===== src/rtl/uart_tx_scheduler.sv =====
// Round-robin arbiter that shares one UART transmitter among NUM_REQ byte sources,
// with an optional inter-frame gap and a baud-tick watchdog on the done handshake.
module uart_tx_scheduler #(
  parameter int NUM_REQ       = 3,
  parameter int WORD_BITS     = 8,
  parameter int GAP_TICKS     = 0,
  parameter int TIMEOUT_TICKS = 4096
)(
  input  logic                         clk_i,
  input  logic                         reset_i,
  input  logic                         baud_i,
  input  logic [NUM_REQ-1:0]           req_i,
  input  logic [NUM_REQ*WORD_BITS-1:0] data_i,
  output logic [NUM_REQ-1:0]           ack_o,
  output logic [NUM_REQ-1:0]           grant_o,
  output logic                         busy_o,
  output logic                         timeout_o,
  output logic                         tx_start_o,
  output logic [WORD_BITS-1:0]         tx_data_o,
  input  logic                         tx_done_i
);

  localparam int PW = $clog2(NUM_REQ);
  localparam int WW = (TIMEOUT_TICKS > 0) ? $clog2(TIMEOUT_TICKS + 1) : 1;
  localparam int GW = (GAP_TICKS > 0) ? $clog2(GAP_TICKS + 1) : 1;
  localparam logic [PW-1:0] PTR_RST = PW'(NUM_REQ - 1);
  localparam logic [WW-1:0] WD_LAST = WW'(TIMEOUT_TICKS - 1);
  localparam logic [GW-1:0] GAP_END = GW'(GAP_TICKS);

  typedef enum logic [1:0] {IDLE, START, WAIT_DONE, GAP} state_t;

  state_t                 r_state, w_state_n;
  logic [NUM_REQ-1:0]     r_grant, w_grant_n, r_ack, w_ack_n;
  logic [WORD_BITS-1:0]   r_data, w_data_n;
  logic [PW-1:0]          r_ptr, w_ptr_n, w_win, w_idx;
  logic [WW-1:0]          r_wd, w_wd_n;
  logic [GW-1:0]          r_gap, w_gap_n;
  logic                   r_tout, w_tout_n, r_start, w_start_n, r_busy, w_busy_n;
  logic                   w_found;

  // First requester strictly after the last winner, wrapping modulo NUM_REQ.
  always_comb begin
    w_found = 1'b0;
    w_win   = '0;
    w_idx   = '0;
    for (int i = 1; i <= NUM_REQ; i++) begin
      w_idx = PW'((int'(r_ptr) + i) % NUM_REQ);
      if (!w_found && req_i[w_idx]) begin
        w_found = 1'b1;
        w_win   = w_idx;
      end
    end
  end

  always_ff @(posedge clk_i or negedge reset_i) begin
    if (!reset_i) begin
      r_state <= IDLE;
      r_grant <= '0;
      r_ack   <= '0;
      r_data  <= '0;
      r_ptr   <= PTR_RST;
      r_wd    <= '0;
      r_gap   <= '0;
      r_tout  <= 1'b0;
      r_start <= 1'b0;
      r_busy  <= 1'b0;
    end else begin
      r_state <= w_state_n;
      r_grant <= w_grant_n;
      r_ack   <= w_ack_n;
      r_data  <= w_data_n;
      r_ptr   <= w_ptr_n;
      r_wd    <= w_wd_n;
      r_gap   <= w_gap_n;
      r_tout  <= w_tout_n;
      r_start <= w_start_n;
      r_busy  <= w_busy_n;
    end
  end

  always_comb begin
    w_state_n = r_state;
    w_grant_n = r_grant;
    w_data_n  = r_data;
    w_ptr_n   = r_ptr;
    w_wd_n    = r_wd;
    w_gap_n   = r_gap;
    w_ack_n   = '0;
    w_tout_n  = 1'b0;
    w_start_n = 1'b0;
    case (r_state)
      IDLE: if (w_found) begin
        w_state_n = START;
        w_grant_n = NUM_REQ'(1) << w_win;
        w_data_n  = data_i[w_win*WORD_BITS +: WORD_BITS];
        w_ptr_n   = w_win;
      end
      START: begin
        w_start_n = 1'b1;
        w_wd_n    = '0;
        w_state_n = WAIT_DONE;
      end
      WAIT_DONE: begin
        // done wins over an abort landing on the same cycle
        if (tx_done_i) begin
          w_ack_n   = r_grant;
          w_gap_n   = '0;
          w_state_n = GAP;
        end else if (baud_i) begin
          if (r_wd == WD_LAST) begin
            w_ack_n   = r_grant;
            w_tout_n  = 1'b1;
            w_gap_n   = '0;
            w_state_n = GAP;
          end else begin
            w_wd_n = r_wd + 1'b1;
          end
        end
      end
      GAP: begin
        if (r_gap == GAP_END) begin
          w_state_n = IDLE;
          w_grant_n = '0;
        end else if (baud_i) begin
          w_gap_n = r_gap + 1'b1;
        end
      end
      default: w_state_n = IDLE;
    endcase
    w_busy_n = (w_state_n != IDLE);
  end

  assign ack_o      = r_ack;
  assign grant_o    = r_grant;
  assign busy_o     = r_busy;
  assign timeout_o  = r_tout;
  assign tx_start_o = r_start;
  assign tx_data_o  = r_data;

endmodule


===== config.mk =====
export PLATFORM = sky130hd
export DESIGN_NAME = uart_tx_scheduler
export DESIGN_NICKNAME = d
export VERILOG_FILES = /design/src/rtl/uart_tx_scheduler.sv
export SDC_FILE = /design/constraint.sdc
export NUM_CORES = 1
export LEC_CHECK = 0
export BUFFER_PORTS_ARGS = -buffer_cell sky130_fd_sc_hd__buf_4
export CAP_MARGIN = 25
export CORE_AREA = 2 2 67 69
export CTS_CLUSTER_SIZE = 24
export DETAILED_ROUTE_END_ITERATION = 12
export DIE_AREA = 0 0 69 71
export PLACE_DENSITY = 0.8
export SKIP_CTS_REPAIR_TIMING = 1
export SKIP_LAST_GASP = 1
export SYNTH_ARGS = -nofsm -noshare
export SYNTH_HDL_FRONTEND = slang
export SYNTH_SLANG_ARGS = --single-unit
export TNS_END_PERCENT = 50

===== constraint.sdc =====
create_clock -name clk_i -period 3.8 [get_ports clk_i]
set_clock_uncertainty 0.2 [all_clocks]
set_input_delay 0.57 -clock clk_i [delete_from_list [all_inputs] [get_ports clk_i]]
set_output_delay 0.57 -clock clk_i [all_outputs]
set_load 0.01 [all_outputs]

==> out/metrics.csv, run 1 <==
metric;value;unit
outcome;completed;
setup.worst_path.start_class;register;
most_used_cells_in_the_layout_excluding_fill_and_tap_cells;48 x sky130_fd_sc_hd__buf_4, 34 x sky130_fd_sc_hd__dfrtp_1, 21 x sky130_fd_sc_hd__nand2_1;
synth-async-reset-ratio;100;%
global_route.usage.met3;5.27;%
number_of_nets_produced_by_synthesis;213;
worst_setup_hold_path_clk_slew;0.07;ns
worstMarginPinSlew;0.979;ns
final_core_utilization;54.6;%
critical_path_arrival;2.43;ns
number_of_enable_type_register_cells_in_the_synthesized_netlist;0;
area_delta_synth_final;26.9;%
grt_start_max_net_pins;36;
number_of_antenna_violations_at_the_first_check_in_global_routing;0;
timing_worst_setup_path_type;reg -> reg;
crit_chain;ha_1 > o311ai_1 > a222oi_1 > a21oi_1;
globalRouteOverflowTotal;0;
detail-route-antenna-nets;0;
io_pins;48;
rsz0062_at_grt;false;
global_placement_routability_congestion;0.789;
seq_area;877;µm²
critical_path.slowest_cell;sky130_fd_sc_hd__o311ai_1;
drcViolationCount;0;
detailroute.via_count;1589;
die-area;4900;µm²
layout_worst_path_cycle_share;63.6;%
multiInputGateArea;892;µm²
netlist-cell-type-count;46;
cts_max_path_buffers;2;
die_x;69;µm
total_power;1500;µW
leading_cell_type_in_the_layout_fill_and_taps_excluded;sky130_fd_sc_hd__buf_4;
synth_warnings;0;
track_usage;17.9;%
post_drt_wl_per_cell;14.3;µm
synth_top_area_share;47.1;%
grt_use_met1;22.4;%
tns;0;ns
clock_tree.htree_level_count;2;
internal_power_consumption;930;µW
finalCriticalPeriod;2.42;ns
timing.critical_path.slowest_cell_delay;0.87;ns
syn-cell-area;1810;µm²
initial_core_util;43.0;%
synth_area_leader_cell;sky130_fd_sc_hd__dfrtp_1;
die_y;71;µm
dp_hpwl;2960;µm
timing.final.max_slew_violations;0;
min_path_type;in -> async;
groute.layer.met2.usage;29.6;%
relSlewSlack;33.7;%
worstPathRequired;3.81;ns
share_comb_of_total_power;45.0;%
power.net_switching;574;µW
power_frac_clock;18.0;%
grt_pass1_wl;7090;µm
number_of_setup_violations_in_the_final_report;0;
filler_cell_count;390;
endpoint_kind;register;
port_buffers;47;
worstSkewPairLatency;0.28;ns
cts_inserted_buffers;5;
vias_per_cell;5.63;
power.ir.vdd_worst;321;µV
p_leak;0.00109;µW
first_pass_iters;5;
numClockSinks;35;
cellPowerDensity;656;nW/µm²
place_area;2210;µm²
max_cap_violations;0;
diodes;0;
wirelength;4050;µm
timing.fmax;414;MHz
p_seq_share;36.9;%
syn_avg_cell_area;10.1;µm²
grt_most_used_layer;met2;
report.final.hold_viol_count;0;
initialDrtViolationCount;183;
switching_share;38.2;%
ctsRootBufferMaster;sky130_fd_sc_hd__clkbuf_8;
placement_rows;24;
seq_area_frac_synth;48.5;%
yosys_register_bits;35;
synth_cells;179;
cts_tree;built;
coreArea;4200;µm²
synth_top_cells_by_area;sky130_fd_sc_hd__dfrtp_1 47%, sky130_fd_sc_hd__nand2_1 4.4%, sky130_fd_sc_hd__a21oi_1 3.3%;
final_layout_size_suffix_gt1_share;27.0;%
ys.flop_type;sky130_fd_sc_hd__dfrtp_1;
grt_pass1_vias;1561;
final_net_count;264;
finalInstanceArea;2290;µm²
worst-path-max-fanout;8;
## final cells by class
cell class                 count  share of cell area [%]
tap                           52                    2.84
sequential                    35                    38.2
clock buffer                   6                    3.60
clock inverter                 1                   0.218
timing repair buffer          48                    15.7
inverter                       3                   0.491
multi-input combinational    137                    38.9
## stage by stage
stage | setup slack [ns] | hold WS [ns] | instances
3_3_place_gp | 1.48 | 0.290 | 275
6_report | 1.38 | 0.0216 | 282
3_5_place_dp | 1.41 | 0.292 | 275
2_1_floorplan | 1.58 | 0.0744 | 179
5_1_grt | 1.31 | 0.0578 | 282
4_1_cts | 1.39 | 0.0414 | 282
## kinds of logic (layout without fill, tap and decap cells)
| logic type | after synthesis | after routing | synth area share [%] |
|---|---|---|---|
| AOI/OAI and AO/OA | 49 | 49 | 19.5 |
| xor gates and xnor gates | 3 | 3 | 1.45 |
| adders and majority gates | 4 | 4 | 2.63 |
| buffers and inverters | 7 | 58 | 2.14 |
| DFF | 35 | 35 | 48.5 |
| muxes | 4 | 4 | 2.21 |
| and+or+nand+nor | 77 | 77 | 23.5 |
## critical path: cells and delay by family, from the launching register on
kind	cells	cell delay (ns)
DFF	1	0.54
AOI/OAI and AO/OA	3	1.29
adders and majority gates	1	0.30
## state kept, by name, indices dropped and copies added, names as in the netlist
name	cells
ack_o	3
busy_o	1
grant_o	3
r_gap	1
r_ptr	2
r_state	2
r_wd	13
timeout_o	1
tx_data_o	8
tx_start_o	1
## per-layer routing
metal  part of all wire (%)  up-vias
li1                       -      770
met1                     43      749
met2                     48       65
met3                    7.7        5
met4                    1.4        0
met5                      0        -
## Yosys cell counts, types with 4 or more instances
cell type	number
sky130_fd_sc_hd__nand2_1	21
sky130_fd_sc_hd__a21o_1	4
sky130_fd_sc_hd__nand2b_1	4
sky130_fd_sc_hd__nor2b_1	4
sky130_fd_sc_hd__and3_1	4
sky130_fd_sc_hd__dfrtp_1	34
sky130_fd_sc_hd__o21ai_1	10
sky130_fd_sc_hd__nand3_1	12
sky130_fd_sc_hd__mux2i_1	4
sky130_fd_sc_hd__a222oi_1	6
sky130_fd_sc_hd__o211ai_1	4
sky130_fd_sc_hd__a21oi_1	12
sky130_fd_sc_hd__and2_1	6
sky130_fd_sc_hd__nor2_1	12
## path summary, 6_finish.rpt
path | start | endpoint | slack [ns] | cells after the start
min in group clk_i | r_wd[12] | r_wd[12] | 0.30 | 2
max in group asynchronous | reset_i | r_ptr[1] | 3.02 | 1
max reg2reg | r_ptr[1] | tx_data_o[3] | 1.38 | 4
min reg2reg | r_wd[12] | r_wd[12] | 0.30 | 2
max | r_ptr[1] | tx_data_o[3] | 1.38 | 4
min | reset_i | ack_o[1] | 0.02 | 1
## power by group through the flow
stage	sequential, µW	combinational (µW)	clock (µW)
4_1_cts	555	680	278
6_report	555	677	271
2_1_floorplan	580	428	0
5_1_grt	570	750	299
3_3_place_gp	559	662	0
3_5_place_dp	559	679	0
Power figures use the tool's default switching activity.
==> run 2, diff against run 1 <==
- clock period: 3.8 -> 2.37 ns (I/O delays scaled with it)
==> run 2 against run 1 <==
The run now ends with setup timing left. Combinational power up 120%. Power up 96%. Global-route usage down 0.53 points. Setup slack worse by 1.4 ns. Clock-buffer cell count unchanged. Critical path depth up 4. Cell count up 6.4%. Sequential share of layout area down 3.5 points. Non-clock buffer count up 15. Sequential cell count unchanged. Critical path type unchanged. Largest power group unchanged.
==> out/metrics.csv, run 2 (synthesis gave the netlist of run 1 again) <==
metric;value;unit;change
crit_family;compound AO/OA/AOI/OAI gates;;
regMostFlops;r_wd;;
number_of_setup_violations_in_the_final_report;1;;+1
p_seq_share;30.7;%;-6.2 points
timing.fmax;422;MHz;+2.0%
cts_inserted_buffers;5;;unchanged
cts_max_path_buffers;2;;unchanged
critical_path.slowest_cell;sky130_fd_sc_hd__dfstp_2;;
detailroute.via_count;1701;;+7.0%
leading_cell_type_in_the_layout_fill_and_taps_excluded;sky130_fd_sc_hd__buf_4;;
grt_start_max_net_pins;36;;unchanged
coreArea;4200;µm²;unchanged
worstMarginPinSlew;0.433;ns;-0.547 ns
numClockSinks;35;;unchanged
max_reg_flops;13;;unchanged
io_pins;48;;unchanged
power_frac_clock;18.7;%;+0.7 points
global_placement_routability_congestion;0.906;;+15%
global_route.usage.met3;3.85;%;-1.4 points
most_used_cells_in_the_layout_excluding_fill_and_tap_cells;58 x sky130_fd_sc_hd__buf_4, 34 x sky130_fd_sc_hd__dfrtp_1, 21 x sky130_fd_sc_hd__nand2_1, 12 x sky130_fd_sc_hd__nand3_1, 11 x sky130_fd_sc_hd__a21oi_1;;
cellPowerDensity;1170;nW/µm²;+78%
first_pass_iters;4;;-1
number_of_antenna_violations_at_the_first_check_in_global_routing;0;;unchanged
clock_tree.htree_level_count;2;;unchanged
grt_pass1_vias;1633;;+4.6%
grt_use_met1;21.4;%;-0.94 points
finalCriticalPeriod;2.37;ns;-0.0465 ns
worstSkewPairLatency;0.28;ns;about the same
die-area;4900;µm²;unchanged
vias_per_cell;5.67;;+0.63%
switching_share;36.5;%;-1.7 points
max_cap_violations;0;;unchanged
die_y;71;µm;unchanged
min_path_type;in -> reg;;
power.ir.vdd_worst;691;µV;+110%
report.final.hold_viol_count;0;;unchanged
worst-path-max-fanout;5;;-3
endpoint_kind;register;;
cts_tree;built;;
groute.layer.met2.usage;30.2;%;+0.64 points
final.setup.worst_slack;-0.0000102;ns;-1.38 ns
worst_setup_hold_path_clk_slew;0.07;ns;about the same
critical_path_arrival;2.35;ns;-0.08 ns
port_buffers;47;;unchanged
share_comb_of_total_power;50.6;%;+5.6 points
drcViolationCount;0;;unchanged
wirelength;4390;µm;+8.4%
power.net_switching;1070;µW;+87%
timing.critical_path.slowest_cell_delay;0.58;ns;-0.29 ns
preCtsSetupSlack;-0.132;ns;-1.54 ns
final_layout_size_suffix_gt1_share;35.1;%;+8.1 points
final_net_count;281;;+6.4%
relSlewSlack;71.1;%;+37 points
detail-route-antenna-nets;0;;unchanged
timing_worst_setup_path_type;reg -> reg;;
critPathBufInv;2;;+2
rsz0062_at_grt;true;;
outcome;finished, violations left;;
failed_checks;setup timing;;
diodes;0;;unchanged
globalRouteOverflowTotal;0;;unchanged
total_power;2950;µW;+96%
layout_worst_path_cycle_share;100;%;+36 points
area_delta_synth_final;39.7;%;
die_x;69;µm;unchanged
dp_hpwl;3050;µm;+3.2%
grt_most_used_layer;met2;;
internal_power_consumption;1870;µW;+100%
crit_chain;ha_4 > buf_6 > o32a_1 > o211ai_1 > buf_4 > a21oi_4 > and2_1 > a31o_1;;
p_leak;0.00119;µW;+9.3%
post_drt_wl_per_cell;14.6;µm;+1.9%
placement_rows;24;;unchanged
initial_core_util;43.0;%;unchanged
grt_pass1_wl;7000;µm;-1.2%
timing.final.max_slew_violations;0;;unchanged
initialDrtViolationCount;98;;-46%
setup.worst_path.start_class;register;;
track_usage;17.4;%;-0.53 points
holdWs;0.127;ns;+0.106 ns
ctsRootBufferMaster;sky130_fd_sc_hd__clkbuf_8;;
worstPathRequired;2.35;ns;-1.46 ns
## run 2: layer usage
layer  wire length (µm)  vias to the layer above
li1                   -                      813
met1               1930                      814
met2               2140                       68
met3                282                        6
met4                 40                        0
met5                  0                        -
## run 2: layout make-up
class	count	area (µm²)
sequential	35	877
multi-input combinational	139	965
clock buffer	6	82.6
tap	52	65.1
timing repair buffer	63	490
fill	364	1680
inverter	3	11.3
clock inverter	2	35.0
## run 2: final timing paths
kind                                 to  slack (ns)  cells after the start        from
max reg2reg                  grant_o[2]    -0.00001                      8    r_ptr[1]
max in group asynchronous      r_ptr[1]        1.27                      2     reset_i
min in group asynchronous      ack_o[2]        0.36                      2     reset_i
max                          grant_o[2]    -0.00001                      8    r_ptr[1]
min reg2reg                    r_wd[12]        0.31                      2    r_wd[12]
min                        tx_data_o[7]        0.13                      3  data_i[23]
## run 2: stage by stage
stage               instances  cell area (µm²)  util [%]  setup TNS (ns)
floorplan                 179             1810         -               0
CTS                       290             2380      56.5           -1.00
finish                    300             2530      60.1      -0.0000102
global placement          282             2260      53.7          -0.188
detailed placement        282             2260      53.7          -0.975
global route              300             2530      60.1          -0.291
## run 2: power groups by stage
stage	combinational, µW	clock, µW	sequential, µW
2_1_floorplan	687	0	931
3_3_place_gp	1170	0	893
3_5_place_dp	1200	0	897
4_1_cts	1200	560	892
5_1_grt	1640	587	927
6_report	1490	550	905
## run 2: worst reg2reg max path, stage by stage (launching register included)
cell and delay [ns]:
sky130_fd_sc_hd__dfstp_2 0.58, sky130_fd_sc_hd__ha_4 0.23, sky130_fd_sc_hd__buf_6 0.12, sky130_fd_sc_hd__o32a_1 0.33, sky130_fd_sc_hd__o211ai_1 0.22, sky130_fd_sc_hd__buf_4 0.18
sky130_fd_sc_hd__a21oi_4 0.05, sky130_fd_sc_hd__and2_1 0.17, sky130_fd_sc_hd__a31o_1 0.18
